$ cat config.mk
export PLATFORM = sky130hd
export DESIGN_NAME = motion_diff_detector
export DESIGN_NICKNAME = d
export VERILOG_FILES = /design/src/rtl/motion_diff_detector.sv
export SDC_FILE = /design/constraint.sdc
export NUM_CORES = 1
export LEC_CHECK = 0
export CAP_MARGIN = 0
export CORE_AREA = 2 2 137 139
export CTS_CLUSTER_DIAMETER = 40
export DETAILED_ROUTE_END_ITERATION = 6
export DIE_AREA = 0 0 139 141
export PLACE_DENSITY = 0.75
export REMOVE_ABC_BUFFERS = 1
export SYNTH_ARGS = -nofsm -noshare
export SYNTH_HDL_FRONTEND = slang
export SYNTH_SLANG_ARGS = --single-unit
export TNS_END_PERCENT = 1
$ cat constraint.sdc
create_clock -name clk -period 6.7 [get_ports clk]
set_clock_uncertainty 0.2 [all_clocks]
set_input_delay 1.34 -clock clk [delete_from_list [all_inputs] [get_ports clk]]
set_output_delay 1.34 -clock clk [all_outputs]
set_load 0.02 [all_outputs]
$ cat src/rtl/motion_diff_detector.sv
`default_nettype none
// ============================================================================
// Module   : motion_diff_detector
// Brief    : RGB565 -> gray frame-difference motion detector. Reads the
//            co-located previous-frame gray from a synchronous frame buffer,
//            flags pixels whose difference exceeds a threshold, writes back.
// Revision : 1.0 - initial release
// ============================================================================
module motion_diff_detector #(
    parameter int H_RES  = 320,
    parameter int V_RES  = 240,
    parameter int ADDR_W = 17
) (
    input  logic              clk,
    input  logic              reset,
    input  logic              frame_start,
    input  logic              pixel_valid,
    input  logic [15:0]       pixel_data,
    input  logic [7:0]        diff_threshold,
    output logic [ADDR_W-1:0] mem_rd_addr,
    input  logic [7:0]        mem_rd_data,
    output logic              mem_wr_en,
    output logic [ADDR_W-1:0] mem_wr_addr,
    output logic [7:0]        mem_wr_data,
    output logic              diff_detected,
    output logic [9:0]        x_pixel,
    output logic [9:0]        y_pixel,
    output logic              frame_done,
    output logic [ADDR_W-1:0] diff_count,
    output logic              frame_valid
);

    localparam logic [9:0]        C_X_LAST  = 10'(H_RES - 1);
    localparam logic [9:0]        C_Y_LAST  = 10'(V_RES - 1);
    localparam logic [ADDR_W-1:0] C_CNT_MAX = '1;

    // Input position tracking
    logic [9:0]        x_cnt_q, x_cnt_d, y_cnt_q, y_cnt_d;
    logic [ADDR_W-1:0] addr_cnt_q, addr_cnt_d;
    logic              done_q, done_d, gen_q, gen_d;
    logic [9:0]        cur_x, cur_y;
    logic [ADDR_W-1:0] cur_addr;
    logic              cur_done, cur_last, accept;
    logic [9:0]        gray_sum;
    logic [7:0]        gray;

    // Stage 1: read address issued, pixel attributes carried along
    logic              s1_valid_q, s1_last_q, s1_gen_q;
    logic [7:0]        s1_gray_q, s1_thr_q;
    logic [9:0]        s1_x_q, s1_y_q;
    logic [ADDR_W-1:0] s1_addr_q;

    // Stage 2: read data arrives, compare and write back
    logic              s2_valid_q, s2_last_q, s2_gen_q;
    logic [7:0]        s2_gray_q, s2_thr_q;
    logic [9:0]        s2_x_q, s2_y_q;
    logic [ADDR_W-1:0] s2_addr_q;
    logic [7:0]        abs_diff;
    logic              flag;

    // Stage 3: registered motion output
    logic              s3_valid_q, s3_last_q, s3_gen_q;
    logic              det_q;
    logic [9:0]        x_pix_q, y_pix_q;

    // Frame bookkeeping
    logic [ADDR_W-1:0] cnt_q, cnt_inc, diff_count_q;
    logic              frame_done_q, frame_valid_q;
    logic              frame_end, count_hit;

    // Next position: frame_start clears first so a coincident pixel lands at (0,0).
    // An abort (frame_start before the last pixel) flips the generation tag so
    // in-flight pixels of the dropped frame are kept out of the new flag total.
    always_comb begin
        cur_x      = frame_start ? 10'd0 : x_cnt_q;
        cur_y      = frame_start ? 10'd0 : y_cnt_q;
        cur_addr   = frame_start ? '0 : addr_cnt_q;
        cur_done   = frame_start ? 1'b0 : done_q;
        cur_last   = (cur_x == C_X_LAST) && (cur_y == C_Y_LAST);
        accept     = pixel_valid && !cur_done;
        gen_d      = (frame_start && !done_q) ? ~gen_q : gen_q;
        x_cnt_d    = cur_x;
        y_cnt_d    = cur_y;
        addr_cnt_d = cur_addr;
        done_d     = cur_done;
        if (accept) begin
            addr_cnt_d = cur_addr + ADDR_W'(1);
            if (cur_last) begin
                done_d = 1'b1;
            end
            if (cur_x == C_X_LAST) begin
                x_cnt_d = 10'd0;
                y_cnt_d = cur_y + 10'd1;
            end else begin
                x_cnt_d = cur_x + 10'd1;
            end
        end
        gray_sum = {2'b00, pixel_data[15:11], 3'b000}
                 + {1'b0,  pixel_data[10:5],  3'b000}
                 + {2'b00, pixel_data[4:0],   3'b000};
        gray     = 8'(gray_sum >> 2);
    end

    // Compare against the previous frame; warm-up suppresses every flag
    always_comb begin
        abs_diff = (s2_gray_q >= mem_rd_data) ? (s2_gray_q - mem_rd_data)
                                              : (mem_rd_data - s2_gray_q);
        flag      = s2_valid_q && frame_valid_q && (abs_diff > s2_thr_q);
        frame_end = s3_valid_q && s3_last_q;
        count_hit = s3_valid_q && det_q && (s3_gen_q == gen_q);
        cnt_inc   = (count_hit && (cnt_q != C_CNT_MAX)) ? cnt_q + ADDR_W'(1) : cnt_q;
    end

    // Position counters and generation tag
    always_ff @(posedge clk or posedge reset) begin
        if (reset) begin
            x_cnt_q    <= '0;
            y_cnt_q    <= '0;
            addr_cnt_q <= '0;
            done_q     <= 1'b0;
            gen_q      <= 1'b0;
        end else begin
            x_cnt_q    <= x_cnt_d;
            y_cnt_q    <= y_cnt_d;
            addr_cnt_q <= addr_cnt_d;
            done_q     <= done_d;
            gen_q      <= gen_d;
        end
    end

    // Three-stage pixel pipeline
    always_ff @(posedge clk or posedge reset) begin
        if (reset) begin
            s1_valid_q <= 1'b0; s1_last_q <= 1'b0; s1_gen_q <= 1'b0;
            s1_gray_q  <= '0;   s1_thr_q  <= '0;
            s1_x_q     <= '0;   s1_y_q    <= '0;   s1_addr_q <= '0;
            s2_valid_q <= 1'b0; s2_last_q <= 1'b0; s2_gen_q <= 1'b0;
            s2_gray_q  <= '0;   s2_thr_q  <= '0;
            s2_x_q     <= '0;   s2_y_q    <= '0;   s2_addr_q <= '0;
            s3_valid_q <= 1'b0; s3_last_q <= 1'b0; s3_gen_q <= 1'b0;
            det_q      <= 1'b0; x_pix_q   <= '0;   y_pix_q   <= '0;
        end else begin
            s1_valid_q <= accept;
            if (accept) begin
                s1_last_q <= cur_last;
                s1_gen_q  <= gen_d;
                s1_gray_q <= gray;
                s1_thr_q  <= diff_threshold;
                s1_x_q    <= cur_x;
                s1_y_q    <= cur_y;
                s1_addr_q <= cur_addr;
            end
            s2_valid_q <= s1_valid_q;
            s2_last_q  <= s1_last_q;
            s2_gen_q   <= s1_gen_q;
            s2_gray_q  <= s1_gray_q;
            s2_thr_q   <= s1_thr_q;
            s2_x_q     <= s1_x_q;
            s2_y_q     <= s1_y_q;
            s2_addr_q  <= s1_addr_q;
            s3_valid_q <= s2_valid_q;
            s3_last_q  <= s2_last_q;
            s3_gen_q   <= s2_gen_q;
            det_q      <= flag;
            if (s2_valid_q) begin
                x_pix_q <= s2_x_q;
                y_pix_q <= s2_y_q;
            end
        end
    end

    // Flag accumulation, frame completion pulse and warm-up status
    always_ff @(posedge clk or posedge reset) begin
        if (reset) begin
            cnt_q         <= '0;
            diff_count_q  <= '0;
            frame_done_q  <= 1'b0;
            frame_valid_q <= 1'b0;
        end else begin
            frame_done_q <= frame_end;
            if (frame_end) begin
                diff_count_q  <= frame_valid_q ? cnt_inc : '0;
                cnt_q         <= '0;
                frame_valid_q <= 1'b1;
            end else if (frame_start && !done_q) begin
                cnt_q <= '0;
            end else begin
                cnt_q <= cnt_inc;
            end
        end
    end

    assign mem_rd_addr   = s1_addr_q;
    assign mem_wr_en     = s2_valid_q;
    assign mem_wr_addr   = s2_addr_q;
    assign mem_wr_data   = s2_gray_q;
    assign diff_detected = det_q;
    assign x_pixel       = x_pix_q;
    assign y_pixel       = y_pix_q;
    assign frame_done    = frame_done_q;
    assign diff_count    = diff_count_q;
    assign frame_valid   = frame_valid_q;

endmodule
`default_nettype wire
## After elaboration in Yosys (flattened, before gate mapping)

Index checks and enable logic that the tools add are counted.

- Word-level logic and storage cells: 74
- Latch bits: 0
- Register bits after elaboration: 211
- Input port bits: 36
- Memories kept: 0
- Output and inout bits: 83
- ROM bits: 0
- Memory bits (writable): 0

- Bitwise gates (word level): 1
- Shifts and indexed selects: 0
- $add $sub $neg: 8
- Reduce and logical (&&, ||, !) cells: 11
- Div/mod/pow operators: 0
- Mux-type cells: 17
- $lt $le $gt $ge: 2
- Equality and inequality tests: 4
- Multiply operators: 0

Operators by type and width:

| operator | number |
|---|---|
| $mux W17 | 6 |
| $mux W10 | 6 |
| $add A17 B1 Y17 const B | 2 |
| $add A10 B1 Y10 const B | 2 |
| $ne A17 B17 Y1 const B | 1 |
| $sub A8 B8 Y8 | 2 |
| $add A10 B8 Y10 | 1 |
| $add A8 B9 Y10 | 1 |
| $eq A10 B8 Y1 const B | 1 |
| $eq A10 B9 Y1 const B | 1 |
| $logic_and A1 B1 Y1 | 9 |
| $ge A8 B8 Y1 | 1 |
| $gt A8 B8 Y1 | 1 |
| $mux W8 | 1 |
| $mux W1 | 4 |
| $logic_not A1 Y1 | 2 |
| $eq A1 B1 Y1 | 1 |
| $not A1 Y1 | 1 |

## Logic depth before layout (Yosys ltp)

- Depth in word-level cells: 6
- Gate-level depth with buffers: 14
- Depth with buffers taken out: 14

## Worst setup path after synthesis

Ideal clock, no wire load.

- Path kind: input-to-reg
- From: input mem_rd_data[1]
- To: register det_q (netlist: diff_detected)
- Data arrival time: 3.633 ns
- Slack: 2.734 ns
- Buffers on the path: 0
- Cell stages on the path: 13
- Data required time: 6.367 ns
- Library setup time: 0.133 ns
- Cells stage by stage: inv_1 ha_1 ha_1 o21ai_0 a21oi_1 o22ai_2 mux2i_1 xor2_1 ha_1 a21o_1 a21o_1 a21oi_1 a221oi_1

- Word-level cells in the longest chain between the ends: 4
- Elaborated cells between the ends (all ways): 6
- Those cells by class: 2 x add/sub; 2 x order compare; 1 x mux; 1 x reduce/logical

RTL lines:

| what | RTL line | source |
|---|---|---|
| start, declared | 21 | `input logic [7:0] mem_rd_data,` |
| $sub A8 B8 Y8, or another cell as far along | 107 | `: (mem_rd_data - s2_gray_q);` |
| $mux W8 (*) | 106 | `abs_diff = (s2_gray_q >= mem_rd_data) ? (s2_gray_q - mem_rd_data)` |
| $gt A8 B8 Y1 (*) | 108 | `flag = s2_valid_q && frame_valid_q && (abs_diff > s2_thr_q);` |
| $logic_and A1 B1 Y1 (*) | 108 |  |
| net flag | 59 | `logic flag;` |
| end signal, assigned | 164 | `det_q <= flag;` |
| end, declared | 63 | `logic det_q;` |

The timed path passes the listed nets; every way through them passes the cells marked *.
A chain may end at the register's enable or synchronous reset.

## Worst setup path in the final report

Same ends and word-level chain as after synthesis.

==> out/results.tsv <==
metric	value	unit
Cells after Synth	795	
cell leakage power	5.38	nW
Slew @ Worst Pin	950	ps
drt pass-1 iters	6	
layout cells sized above 1	0.0966	
clock sink count	209	
crit path launch type	primary input	
CTS tree	yes	
EDFF count, synth	0	
final setup fails	0	
TNS Setup	0	ps
drt initial violations	295	
first-pass GRT wire length	30500	um
largest cells by area after synthesis	dfrtp_1, nand2_1, ha_1	
final worst setup slack	2480	ps
initial antenna violation count	0	
sequential fraction of the synthesis area	0.585	
Routed wire per std cell	15.0	um
Hold WC Path Type	reg -> reg	
Pins Over Slew Limit	0	
launch point of the worst path	mem_rd_data[1]	
outcome	complete, no violations	
flop2flop setup slack	3420	ps
area leader, netlist	dfrtp_1	
Die X	139	um
Worst-path clk slew	50	ps
site row count	50	
area of the core	18300	um2
final RePlAce weighted congestion	0.805	
Async S/R FF share, synth	1.00	
critical path type	in -> reg	
final core utilization	0.622	
Final #Nets	998	
dpl cells	1124	
largest net degree at the start of global routing	119	
Total GRT Usage	0.186	
ANT cells	0	
Worst Path Required	6890	ps
Layout Area Growth over Synthesis	27.0	%
reg2reg start	mem_wr_data[1]	
post-layout minimum cycle time	4220	ps
post-CTS setup repair buffer count	0	
crit-path max FO	8	
TritonCTS buffer count	30	
number of buffers inserted by hold repair at cts	0	
Worst Path Arrival	4410	ps
mean number of vias per cell	5.14	
final hold vios	0	
number of global-route vias before repair	6122	
total global routing overflow	0	
FF-to-FF End	diff_detected	
Reg2Reg Depth	12	
Die H	141	um
synth unique cells	54	
antenna viol nets, final	0	
die footprint	19600	um2
Fmax	237	MHz
Power Density	295	nW/um2
total number of vias	6043	
port buffer count	117	
endpoint class of the critical path	flop	
Yosys warnings	0	
Top FF cell, synth	dfrtp_1	
WL final	17700	um
IO Count	119	
clock buffer depth	3	
initial core utilization	0.489	
relative slew slack	0.365	
mean post-synth cell area	11.2	um2
crit path capture	diff_detected	
Period Utilization, post-route	0.630	
DP HPWL	11700	um
Yosys reg bits	209	
RSZ-0062 raised after global routing	no	
Peak VDD IR	0.217	mV
post-synth top area share	0.585	
Cell Count, Final, Fillers Out	1176	
htree depth	1	
Post-Place Setup Slack	1930	ps
Placed Area	10300	um2
clock root buffer	clkbuf_16	
Max Cap Viol	0	
Fillers	1489	
worst skew pair latency	530	ps
Post-CTS Resized	0	
drc violations	0	
Post-Syn Area	8940	um2
post-route cell area	11400	um2
critical path, cell delays in order:
cell and delay, ps:
clkdlybuf4s50_1 490, inv_1 90, ha_1 350, ha_1 190, o21ai_0 160, a21oi_1 100, o22ai_2 410, mux2i_1 280
xor2_1 180, ha_1 260, a21o_1 160, a21o_1 170, a21oi_1 140, a221oi_1 90
layer usage:
metal  part of all wire  vias to the layer above  GRT usage
met4              0.011                        0     0.0409
met2               0.46                      132      0.295
met3              0.059                       21     0.0414
met5                  0                        -          0
li1                   -                     2927          -
met1               0.47                     2963      0.267
Yosys cell counts (all sizes together), types with 2 or more instances:
master and count:
a211oi 3, a21o 10, a21oi 11, a22o 5
a311oi 2, a31o 2, a31oi 3, and2 3
and3 6, and4 5, buf 6, clkbuf 23
dfrtp 209, fa 7, ha 33, inv 42
mux2 20, mux2i 10, nand2 124, nand2b 29
nand3 17, nand3b 4, nand4 10, nand4b 3
nor2 41, nor2b 12, nor3 13, nor4 7
nor4bb 2, o21a 2, o21ai 52, o31ai 7
or2 4, or3 4, or4 2, xnor2 33
xor2 21
cells in the final DEF (no fill, tap or decap), drive strengths merged, types with 3 or more instances in the layout:
master	n
dfrtp	209
nand2	124
clkdlybuf4s50	117
o21ai	52
inv	47
nor2	41
clkbuf	39
xnor2	33
ha	33
nand2b	29
xor2	21
mux2	20
nand3	17
nor3	13
nor2b	12
a21oi	11
nand4	10
mux2i	10
a21o	10
o31ai	7
fa	7
buf	7
nor4	7
and3	6
and4	5
a22o	5
or3	4
or2	4
nand3b	4
clkinv	4
and2	3
nand4b	3
a31oi	3
a211oi	3
bufinv	3
power by group:
group / total (mW) / switching (mW) / internal [mW]
Combinational: 0.433 / 0.240 / 0.193
Clock: 1.57 / 0.562 / 1.01
Sequential: 1.34 / 0.0307 / 1.31
worst min-delay path by stage:
stage | start | end | slack (ps) | depth (start not counted)
2_1_floorplan | s1_valid_q | mem_wr_en | 130 | 0
3_3_place_gp | s2_gen_q | s3_gen_q | 130 | 0
3_5_place_dp | s2_gen_q | s3_gen_q | 140 | 0
4_1_cts | s2_last_q | s3_last_q | 140 | 0
5_1_grt | s2_last_q | s3_last_q | 140 | 0
6_report | s2_last_q | s3_last_q | 140 | 0
kinds of logic after synthesis:
kind of cell,share of synthesized area
and+or+nand+nor,0.162
muxes,0.0364
adders and majority gates,0.0619
other,0.000419
AOI/OAI and AO/OA,0.0691
buffers and inverters,0.0320
DFF,0.585
xor gates and xnor gates,0.0529
cell type report:
| type | instances | area (um2) | area share |
|---|---|---|---|
| well taps | 234 | 293 | 0.0258 |
| flip-flops and latches | 209 | 5230 | 0.460 |
| clock inverters | 13 | 174 | 0.0153 |
| repair buffers | 124 | 1220 | 0.108 |
| inverters | 42 | 165 | 0.0145 |
| multi-input cells | 515 | 3430 | 0.302 |
| clock buffers | 39 | 846 | 0.0745 |
per-stage QoR:
step           power [mW]  hold slack [ps]
6_report             3.35              144
5_1_grt              3.51              143
4_1_cts              3.39              143
3_5_place_dp         1.80              136
3_3_place_gp         1.79              131
2_1_floorplan        1.66              131
state kept, by name, summed over array words and instances (netlist names), 7 cells and up:
register	count
s1_gray_q	7
s1_thr_q	8
addr_cnt_q	17
mem_wr_addr	17
y_cnt_q	10
mem_wr_data	7
x_pixel	10
s2_thr_q	8
diff_count	17
mem_rd_addr	17
s1_x_q	10
x_cnt_q	10
s2_x_q	10
y_pixel	10
s1_y_q	10
cnt_q	17
s2_y_q	10
Power figures use the tool's default switching activity.
